<file path="src/rtl/approx_ctrl.sv">
// approx_ctrl: normalise operand, run approximation core, post-shift result (optional saturation: APPROX_CTRL_SAT_EN)
module approx_ctrl #(
  parameter int W           = 16,
  parameter int UPPER_BOUND = 24576,
  parameter int LOWER_BOUND = 12288,
  parameter int MAX_SHIFT   = 7
) (
  input  logic         clk,
  input  logic         rst,
  input  logic         start_i,
  input  logic [W-1:0] x_i,
  output logic         busy_o,
  output logic [W-1:0] core_x_o,
  output logic         core_start_o,
  input  logic [W-1:0] core_result_i,
  input  logic         core_done_i,
  output logic [W-1:0] result_o,
  output logic [2:0]   shift_l_o,
  output logic [2:0]   shift_r_o,
  output logic         err_o,
  output logic         done_o
);
  localparam int WW = W + MAX_SHIFT;
  localparam logic signed [W-1:0] UB = W'(UPPER_BOUND);
  localparam logic signed [W-1:0] LB = W'(LOWER_BOUND);
  localparam logic [2:0] MS = 3'(MAX_SHIFT);
  typedef enum logic [2:0] {IDLE, SCALE, CORE_START, CORE_WAIT, POST, DONE} state_t;
  state_t state_q, state_d;
  logic signed [W-1:0] x_q, x_d, cr_q, cr_d;
  logic [W-1:0] cx_q, cx_d, res_q, res_d, post;
  logic [2:0] sl_q, sl_d, sr_q, sr_d;
  logic err_q, err_d, cs_q, done_q;
  logic signed [WW-1:0] wide_l, wide;
  logic need_r, need_l;
  assign need_r = x_q > UB;
  assign need_l = x_q < LB;
  assign wide_l = $signed({{MAX_SHIFT{cr_q[W-1]}}, cr_q}) <<< sl_q;
  assign wide = wide_l >>> sr_q;
`ifdef APPROX_CTRL_SAT_EN
  localparam logic signed [WW-1:0] HI = WW'(2**(W-1) - 1);
  localparam logic signed [WW-1:0] LO = WW'(-(2**(W-1)));
  assign post = wide > HI ? {1'b0, {(W-1){1'b1}}} : wide < LO ? {1'b1, {(W-1){1'b0}}} : wide[W-1:0];
`else
  assign post = wide[W-1:0];
`endif
  // next-state and datapath updates, one normalisation decision per SCALE cycle
  always_comb begin
    state_d = state_q;
    x_d = x_q;
    cx_d = cx_q;
    cr_d = cr_q;
    res_d = res_q;
    sl_d = sl_q;
    sr_d = sr_q;
    err_d = err_q;
    case (state_q)
      IDLE: if (start_i) begin
        x_d = x_i;
        sl_d = '0;
        sr_d = '0;
        err_d = 1'b0;
        state_d = SCALE;
      end
      SCALE: if (x_q[W-1] || x_q == '0 || (need_r && sr_q == MS) || (need_l && sl_q == MS)) begin
        err_d = 1'b1;
        state_d = POST;
      end else if (need_r) begin
        x_d = x_q >>> 1;
        sr_d = sr_q + 3'd1;
      end else if (need_l) begin
        x_d = x_q <<< 1;
        sl_d = sl_q + 3'd1;
      end else begin
        cx_d = x_q;
        state_d = CORE_START;
      end
      CORE_START: state_d = CORE_WAIT;
      CORE_WAIT: if (core_done_i) begin
        cr_d = core_result_i;
        state_d = POST;
      end
      POST: begin
        res_d = err_q ? '0 : post;
        state_d = DONE;
      end
      DONE: state_d = IDLE;
      default: state_d = IDLE;
    endcase
  end
  // state and registered outputs; strobes are high for the cycle spent in their state
  always_ff @(posedge clk) begin
    if (rst) begin
      state_q <= IDLE;
      x_q <= '0;
      cx_q <= '0;
      cr_q <= '0;
      res_q <= '0;
      sl_q <= '0;
      sr_q <= '0;
      err_q <= 1'b0;
      cs_q <= 1'b0;
      done_q <= 1'b0;
    end else begin
      state_q <= state_d;
      x_q <= x_d;
      cx_q <= cx_d;
      cr_q <= cr_d;
      res_q <= res_d;
      sl_q <= sl_d;
      sr_q <= sr_d;
      err_q <= err_d;
      cs_q <= state_d == CORE_START;
      done_q <= state_d == DONE;
    end
  end
  assign busy_o = state_q != IDLE;
  assign core_x_o = cx_q;
  assign core_start_o = cs_q;
  assign result_o = res_q;
  assign shift_l_o = sl_q;
  assign shift_r_o = sr_q;
  assign err_o = err_q;
  assign done_o = done_q;
endmodule

</file>
<file path="config.mk">
export PLATFORM = sky130hd
export DESIGN_NAME = approx_ctrl
export DESIGN_NICKNAME = d
export VERILOG_FILES = /design/src/rtl/approx_ctrl.sv
export SDC_FILE = /design/constraint.sdc
export NUM_CORES = 1
export LEC_CHECK = 0
export BUFFER_PORTS_ARGS = -buffer_cell sky130_fd_sc_hd__buf_2
export CORE_MARGIN = 5
export CORE_UTILIZATION = 40
export CTS_CLUSTER_DIAMETER = 80
export DETAILED_ROUTE_END_ITERATION = 8
export SETUP_SLACK_MARGIN = 0.15
export SLEW_MARGIN = 40
export SYNTH_ARGS = -nofsm -noshare
export SYNTH_HDL_FRONTEND = slang
export SYNTH_SLANG_ARGS = --single-unit
</file>
<file path="constraint.sdc">
create_clock -name clk -period 2.5 [get_ports clk]
set_clock_uncertainty 0.15 [all_clocks]
set_input_delay 0.125 -clock clk [delete_from_list [all_inputs] [get_ports clk]]
set_output_delay 0.125 -clock clk [all_outputs]
set_load 0.05 [all_outputs]
</file>
# --- After elaboration in Yosys (flattened, before gate mapping) ---
# Cells that the tools add are included.
totals:
  regBits: 76
  in_bits: 36
  output_inout_bits: 42
classes:
  n_addsub: 2
  n_lt_le_gt_ge: 2
  n_eq_ne: 15
  shift: 2
  mux: 23
  n_bitwise: 3
  reduce_logical: 15
op_table:
  columns: ["op", "n"]
  rows:
  - ["2-to-1 mux 16 bit", 5]
  - ["2-to-1 mux 3 bit", 11]
  - ["case mux 16 bit (2 select lines)", 1]
  - ["<<< shifter 16 x 3 -> 23 bit", 1]
  - [">>> shifter 23 x 3 -> 16 bit", 1]
  - ["greater-than comparator 16 bit (second input constant)", 1]
  - ["logical NOT 16 bit", 1]
  - ["< comparator 16 x 15 -> 1 bit (second input constant)", 1]
  - ["case mux 3 bit (5 select lines)", 1]
  - ["equality test 3 bit (second input constant)", 4]
  - ["inequality test 2 bit (second input constant)", 6]
  - ["case mux 3 bit (2 select lines)", 2]
  - ["AND reduction 4 bit", 3]
  - ["equality test 3 x 2 -> 1 bit (second input constant)", 3]
  - ["adder 3 x 1 -> 3 bit (second input constant)", 2]
  - ["AND reduction 5 bit", 1]
  - ["equality test 3 x 1 -> 1 bit (second input constant)", 1]
  - ["logical NOT 3 bit", 1]
  - ["logical OR 1 bit", 3]
  - ["inequality test 3 bit (second input constant)", 1]
  - ["NOT 1 bit", 3]
  - ["AND reduction 3 bit", 1]
  - ["nonzero test 3 bit", 1]
  - ["logical AND 1 bit", 2]
  - ["4 further kinds", 5]

# --- Longest topological paths before layout ---
# Gate-level depths: netlist of run 1.
logic_depth:
  word_depth: 7
  ltp_mapped: 9
  ltp_nobuf: 7

# --- Worst setup path after synthesis of run 1 ---
# Ideal clock, no wire load.
synth_path:
  kind: "reg2reg"
  from: "register sl_q[1], in the netlist shift_l_o[1]"
  to: "register res_q[8], in the netlist result_o[8]"
  setup_time_ps: 79
  t_arrival_ps: 2258
  t_required_ps: 2271
  slack_ps: 13
  stages_incl_launch_ff: 9
  path_buffers: 2
  synth_period_minus_slack_ps: 2487
  cell_sequence: "dfxtp_1 > buf_6 > or3b_1 > buf_4 > a2bb2oi_2 > o211ai_1 > mux4_2 > mux2_4 > o221ai_2"
synth_via:
  elab_chain_len: 3
synth_rtl:
  columns: ["item", "line_no", "text"]
  rows:
  - ["start: declaration", "31", "logic [2:0] sl_q, sl_d, sr_q, sr_d;"]
  - ["start signal: assignment", "109", "sl_q <= sl_d;"]
  - ["<<< shifter 16 x 3 -> 23 bit", "37", "assign wide_l = $signed({{MAX_SHIFT{cr_q[W-1]}}, cr_q}) <<< sl_q;"]
  - [">>> shifter 23 x 3 -> 16 bit", "38", "assign wide = wide_l >>> sr_q;"]
  - ["2-to-1 mux 16 bit", "83", "res_d = err_q ? '0 : post;"]
  - ["end signal: assignment", "108", "res_q <= res_d;"]
  - ["end: declaration", "30", "logic [W-1:0] cx_q, cx_d, res_q, res_d, post;"]
# Every way passes these cells.
# A chain may end at the register's enable or synchronous reset.

# --- Worst setup path after layout of run 1 ---
layout_path:
  from: "register sl_q[0], in the netlist shift_l_o[0]"
  to: "register x_q[15]"
layout_via:
  elab_chain_len: 5
layout_rtl:
  columns: ["item", "line_no", "text"]
  rows:
  - ["equality test 3 bit", "64", "SCALE: if (x_q[W-1] || x_q == '0 || (need_r && sr_q == MS) || (need_l && sl_q == MS)) begin"]
  - ["logical AND 1 bit", "64", null]
  - ["logical OR 1 bit", "64", null]
  - ["inequality test 2 bit (no line)", null, null]
  - ["AND reduction 5 bit (no line)", null, null]
  - ["end signal: assignment", "94", "x_q <= '0;"]
  - ["end signal: assignment", "105", "x_q <= x_d;"]
  - ["end: declaration", "29", "logic signed [W-1:0] x_q, x_d, cr_q, cr_d;"]
# Every way passes these cells.

==> results by group, run 1 <==
Outcome
  – Status: complete, no violations

STA
  – Minimum clock period: 2.31 ns
  – Setup TNS: 0 ns
  – Final setup viols: 0
  – Tcrit/Tclk final: 92.4%
  – Slew HR: 50.4%
  – Final Hold Violating Endpoints: 0
  – Fmax: 433 MHz
  – Worst-Margin Slew: 0.742 ns
  – Hold Worst Slack: 0.0432 ns
  – RSZ-0062 raised after global routing: yes
  – Slew Viols, Final: 0

Setup path
  – CP required: 2.58 ns
  – CP endpoint kind: register
  – Slowest stage cell, crit path: or3_4
  – Bufs and invs on worst path: 0
  – Reg2reg path depth: 7
  – Critical Path Fanout Max: 12
  – CP Data Arrival Time: 2.39 ns
  – Largest stage delay, worst path: 0.43 ns
  – CP Class: register to register
  – R2R Path End: x_q[15]
  – Cell breakdown of the critical path: ha_1, ha_1, a21oi_1, o31ai_4, or3_4, a21boi_2, mux2_1
  – FF-to-FF Start: shift_l_o[0]
  – CP startpoint kind: register
  – Top delay family on crit path: compound AO/OA/AOI/OAI gates
  – Critical path's most frequent cell: ha_1
  – Setup crit start: shift_l_o[0]
  – FF-to-FF setup slack: 0.19 ns

Placement
  – Buffers on Ports: 77
  – Placed Cells: 771
  – GP Congestion: 0.888
  – HPWL after detailed placement: 9920 µm

Routing
  – Remaining DRCs: 0
  – DRC marker count from the first detailed-route iteration: 373
  – Per-cell routed wire length: 16.9 µm
  – Final WL: 13700 µm
  – Routed Antenna Nets: 0
  – Via density: 5.72
  – Vias: 4659
  – Pre-Repair DR Iteration Count: 5

CTS
  – Clock buffer depth: 2
  – Root Driver: clkbuf_16
  – H-tree levels: 3
  – Skew-Pair Late Insertion Delay: 0.34 ns
  – CTS tree: done
  – Clock-pin slew on the worst setup and hold paths: 0.06 ns
  – Total CTS buffers: 9
  – CTS sink cnt: 76

Final layout
  – Most frequent cells in the layout: buf_2 (77), nand2_1 (74), dfxtp_1 (73)
  – Fin nets: 707
  – Most common cell after layout, fill and taps aside: buf_2
  – Antenna diode count: 0
  – Synth-to-Final Area Change: 28.7%
  – Fin cells: 815
  – Layout cell share with drive strength beyond 1: 28.4%

Power
  – Peak VDD IR: 0.557 mV
  – Pwr dens: 1000 nW/µm²
  – Leak: 2.46 nW

Logic synthesis
  – Library cells used by synthesis: 73
  – Ys async rst share: 0%
  – Synthesized flop and latch total: 76
  – EDFF count, synth: 0
  – Synth area leader: dfxtp_1
  – Post-Syn Nets: 600
  – Post-synth top flop: dfxtp_1
  – Synth Area per Inst: 8.27 µm²
  – Register area share after synthesis: 32.8%
  – Top cells by area, synth: dfxtp_1 (33%), mux2i_1 (10%), nand2_1 (6.0%)
  – Mapped cell area: 4630 µm²
  – Yosys top cell area share: 32.8%
  – Warnings, synthesis: 0
  – Mapped Cells: 560

GRT
  – Vias in the first global route: 4513
  – Global route overflow: 0
  – First-pass GRT wire length: 22200 µm
  – Largest net degree at the start of global routing: 73
  – Overall routing resource usage: 19.1%
  – Initial antenna violation count: 0

Hold path
  – Hold Startpoint: x_i[15]
  – Worst hold endpoint: x_q[15]
  – Hold depth: 4
  – Worst hold path class: input port to register

Floorplanning
  – Initial Utilization: 40.7%
  – # IOs: 78
  – Width of the die: 118 µm
  – Row Count: 39
  – Die area: 13800 µm²
  – Core area: 11400 µm²
  – Die Span Y: 118 µm

Run
  – Maxcap violations: 0
## worst max-delay path by stage
stage | endpoint | cells past startpoint
floorplan | result_o[8] | 8
global placement | result_o[8] | 6
detailed placement | result_o[8] | 6
CTS | result_o[5] | 7
global route | x_q[15] | 7
finish | x_q[15] | 7
## registers in the layout, indices dropped and copies added, names as in the netlist
| register | cells |
|---|---|
| result_o | 16 |
| core_x_o | 16 |
| done_o | 1 |
| core_start_o | 1 |
| state_q | 3 |
| shift_l_o | 3 |
| cr_q | 16 |
| err_o | 1 |
| shift_r_o | 3 |
| x_q | 16 |
## area by class of cell
cell class / instances / area (µm²)
Tap cell: 143 / 179
Inverter: 5 / 18.8
Clock buffer: 10 / 239
Fill cell: 1103 / 5410
Timing Repair Buffer: 140 / 935
Clock inverter: 6 / 63.8
Multi-Input combinational cell: 435 / 3000
Sequential cell: 76 / 1530
## worst register-to-register path, stage by stage (launching register included)
cell,delay [ns]
dfxtp_4,0.38
ha_1,0.21
ha_1,0.18
a21oi_1,0.21
o31ai_4,0.13
or3_4,0.43
a21boi_2,0.18
mux2_1,0.33
## synthesized netlist by cell type (all sizes together) (10+ instances only)
master and number:
mux2i 47, nand2 74, a21oi 32, dfxtp 76, clkbuf 23, a211oi 10, o21ai 19, a22oi 11
nor2 57, nand2b 14, o211ai 10, buf 22, nand3 23
## cell families after synthesis
family,Yosys count,synth area share (%)
AO/OA/AOI/OAI,159,25.6
flip-flops,76,32.8
adder cells (fa/ha/maj),4,1.08
AND/OR/NAND/NOR,214,22.0
buffers and inverters,50,5.43
XOR/XNOR,2,0.540
multiplexers,55,12.5
## routing by layer
layer  vias to the layer above  share of wire (%)  global-route usage (%)
met3                        30                5.5                    4.95
met5                         -                  0                       0
met2                       148                 49                    32.1
met1                      2195                 43                    23.0
met4                         0                2.7                    7.74
li1                       2286                  -                       -
## report_power, final
part | internal (mW) | total, mW | switching (mW)
Sequential | 1.42 | 1.66 | 0.239
Combinational | 1.27 | 3.00 | 1.73
Clock | 0.798 | 1.32 | 0.523
Total | 3.48 | 5.97 | 2.49
## metrics by stage
| stage | utilization, % | power, mW | cell area (µm²) | setup slack, ns |
|---|---|---|---|---|
| 6_report | 52.4 | 5.97 | 5960 | 0.190 |
| 3_5_place_dp | 46.1 | 4.31 | 5240 | 0.0693 |
| 2_1_floorplan | - | 3.58 | 4640 | 0.198 |
| 4_1_cts | 51.0 | 5.76 | 5800 | 0.118 |
| 3_3_place_gp | 46.1 | 4.27 | 5240 | 0.120 |
| 5_1_grt | 52.4 | 6.34 | 5960 | 0.0870 |
## repair_timing
item | in CTS | in global routing
setup endpoints to repair | 11 | 23
gates resized for setup | 7 | 21
pin swaps | 1 | 1
cloned | 0 | 1
endpoints found under the hold margin | 20 | 0
setup buffers | 2 | 6
hold buffers | 19 | 0
(Power assumes the default switching activity.)
==> run 2, diff against run 1 <==
--- a/config.mk
+++ b/config.mk
@@ -5,6 +5,7 @@
 export SDC_FILE = /design/constraint.sdc
 export NUM_CORES = 1
 export LEC_CHECK = 0
+export ABC_AREA = 1
 export BUFFER_PORTS_ARGS = -buffer_cell sky130_fd_sc_hd__buf_2
 export CORE_MARGIN = 5
 export CORE_UTILIZATION = 40
==> run 2 against run 1 <==
Against the previous run: flip-flop and latch count unchanged; hold slack got worse by 0.034 ns; synthesized cell count grew 31%; critical path type unchanged; critical endpoint is now x_q[14]; largest cell class unchanged; highest routed layer unchanged.
==> results by group, run 2 <==
Floorplanning
  – Core area: 11300 µm²
  – Die area: 13700 µm²
  – Width of the die: 117 µm
  – Die Span Y: 117 µm
  – # IOs: 78
  – Initial Utilization: 40.3%
  – Row Count: 39

GRT
  – Overall routing resource usage: 20.2%
  – Largest net degree at the start of global routing: 31
  – First-pass GRT wire length: 22000 µm
  – Vias in the first global route: 4441
  – Initial antenna violation count: 0
  – Global route overflow: 0

Logic synthesis
  – Register area share after synthesis: 33.3%
  – Post-synth top flop: dfxtp_1
  – Synth area leader: dfxtp_1
  – Post-Syn Nets: 773
  – Commonest cells post-synth: nand2_1 (174), nand3_1 (173), nor2_1 (82), dfxtp_1 (76), o21ai_0 (39)
  – EDFF count, synth: 0
  – Ys async rst share: 0%
  – Synthesized flop and latch total: 76
  – Library cells used by synthesis: 29
  – Mapped Cells: 733
  – Warnings, synthesis: 0
  – Synth Area per Inst: 6.23 µm²
  – Yosys top cell area share: 33.3%
  – Mapped cell area: 4570 µm²
  – Most common cell in the synthesized netlist: nand2_1
  – Top cells by area, synth: dfxtp_1 (33%), nand3_1 (19%), nand2_1 (14%)

Final layout
  – Layout cell share with drive strength beyond 1: 18.0%
  – Most common cell after layout, fill and taps aside: nand2_1
  – Synth-to-Final Area Change: 20.2%
  – Antenna diode count: 0
  – Utilization after layout: 48.5%
  – Most frequent cells in the layout: nand2_1 (174), nand3_1 (173), nor2_1 (82)
  – Fin nets: 850

CTS
  – H-tree levels: 3
  – CTS tree: done
  – Root Driver: clkbuf_16
  – Clock buffer depth: 2
  – Post-CTS sizing: 0
  – Total CTS buffers: 9
  – Clock-pin slew on the worst setup and hold paths: 0.07 ns
  – Skew-Pair Late Insertion Delay: 0.34 ns
  – CTS sink cnt: 76

Placement
  – GP Congestion: 0.915
  – Buffers on Ports: 77
  – HPWL after detailed placement: 9910 µm

Routing
  – Routed Antenna Nets: 0
  – Final WL: 13200 µm
  – Vias: 4988
  – Per-cell routed wire length: 13.8 µm
  – Pre-Repair DR Iteration Count: 5
  – Via density: 5.21
  – Remaining DRCs: 0
  – DRC marker count from the first detailed-route iteration: 521

Setup path
  – Slowest stage cell, crit path: dfxtp_1
  – Top delay family on crit path: simple AND/OR/NAND/NOR gates
  – Bufs and invs on worst path: 1
  – CP Data Arrival Time: 2.15 ns
  – Critical Path Fanout Max: 28
  – CP required: 2.62 ns
  – CP endpoint kind: register
  – CP Class: register to register
  – Cell breakdown of the critical path: inv_2, nand2_1, nor3_2, nand2_2, nand3_2, nand3_2, nand2_4, nand3_4, nand2_2, nand2_1, nor2_1
  – Largest stage delay, worst path: 0.36 ns
  – CP startpoint kind: register

Power
  – Power Internal: 3.24 mW
  – Sequential share of power: 26.1%
  – Logic pwr share: 55.1%
  – Sw Ratio: 50.9%
  – Pwr dens: 1200 nW/µm²
  – Total chip power: 6.59 mW
  – Leak: 2.60 nW
  – Peak VDD IR: 0.600 mV
  – NetSw: 3.36 mW
  – Clock group share of total power: 18.7%

STA
  – Slew Viols, Final: 0
  – Slew HR: 55.0%
  – Tcrit/Tclk final: 81.4%
  – RSZ-0062 raised after global routing: no
  – Setup TNS: 0 ns
  – Fmax: 492 MHz
  – Minimum clock period: 2.03 ns
  – Worst-Margin Slew: 0.670 ns
  – Final setup viols: 0
  – Final Hold Violating Endpoints: 0

Hold path
  – Worst hold path class: input port to register

Run
  – Maxcap violations: 0

Outcome
  – Status: complete, no violations
==> run 2: changes by cell type in the layout (fill, tap and decap cells not counted), moves of 27 or more <==
cell	before	now
inv_1	5	37
nand2_1	74	174
nor2_1	52	82
buf_4	41	14
nand3_1	23	173
o21ai_0	10	39
mux2i_1	43	0
==> run 2: cell families (layout without fill, tap and decap cells) <==
kind of cell / Yosys count / after routing / synth area share, %
DFF: 76 / 76 / 33.3
AOI/OAI and AO/OA: 90 / 90 / 10.7
adders and majority gates: 4 / 4 / 1.10
and+or+nand+nor: 462 / 462 / 45.6
buffers and inverters: 101 / 183 / 9.34
==> run 2: power by group through the flow <==
| stage | combinational, mW | clock, mW | sequential (mW) |
|---|---|---|---|
| after floorplan | 2.50 | 0 | 2.08 |
| after global placement | 3.54 | 0 | 1.74 |
| after detailed placement | 3.56 | 0 | 1.75 |
| after CTS | 3.60 | 1.27 | 1.72 |
| after global routing | 4.08 | 1.32 | 1.75 |
| final | 3.63 | 1.24 | 1.72 |
==> run 2: routing by layer <==
layer  track usage (%)  vias up  wire length, µm
met1              31.7     2199             6840
li1                  -     2585                -
met3              3.55       18             1060
met4              6.73        0              216
met5                 0        -                0
met2              27.4      186             5110
==> run 2: cell type report <==
cell class,instances,area (µm²)
Clock buffer,9,225
Clock inverter,7,56.3
Fill cell,1218,5830
Inverter,58,219
Multi-Input combinational cell,556,2620
Sequential cell,76,1520
Tap cell,143,179
Timing Repair Buffer,109,671
==> run 2: worst min-delay path, stage by stage <==
cell	delay (ns)
buf_2	0.07
nand2_1	0.04
o211ai_1	0.09
nor2_1	0.05
nor2_1	0.09
==> run 2: repair_timing <==
action                                 CTS  global route
endpoints found under the hold margin   18             0
hold buffers                            18             0
buffers inserted                         0             0
==> run 2: final timing paths <==
path                              startpoint           end  slack, ns  cells after the start
worst max-delay path                  x_q[5]       x_q[14]       0.47                     11
worst min-delay path                  x_i[5]        x_q[5]      0.009                      5
worst max register to register        x_q[5]       x_q[14]       0.47                     11
worst min register to register  core_x_o[10]  core_x_o[10]       0.29                      2
==> run 2: through the flow <==
stage / hold slack [ns] / cell area, µm² / setup WS (ns) / instances
floorplan: 0.0441 / 4570 / 0.448 / 733
global placement: 0.197 / 5030 / 0.505 / 924
detailed placement: 0.201 / 5030 / 0.496 / 924
CTS: 0.00594 / 5490 / 0.482 / 958
global route: 0.0433 / 5490 / 0.269 / 958
finish: 0.00945 / 5490 / 0.466 / 958
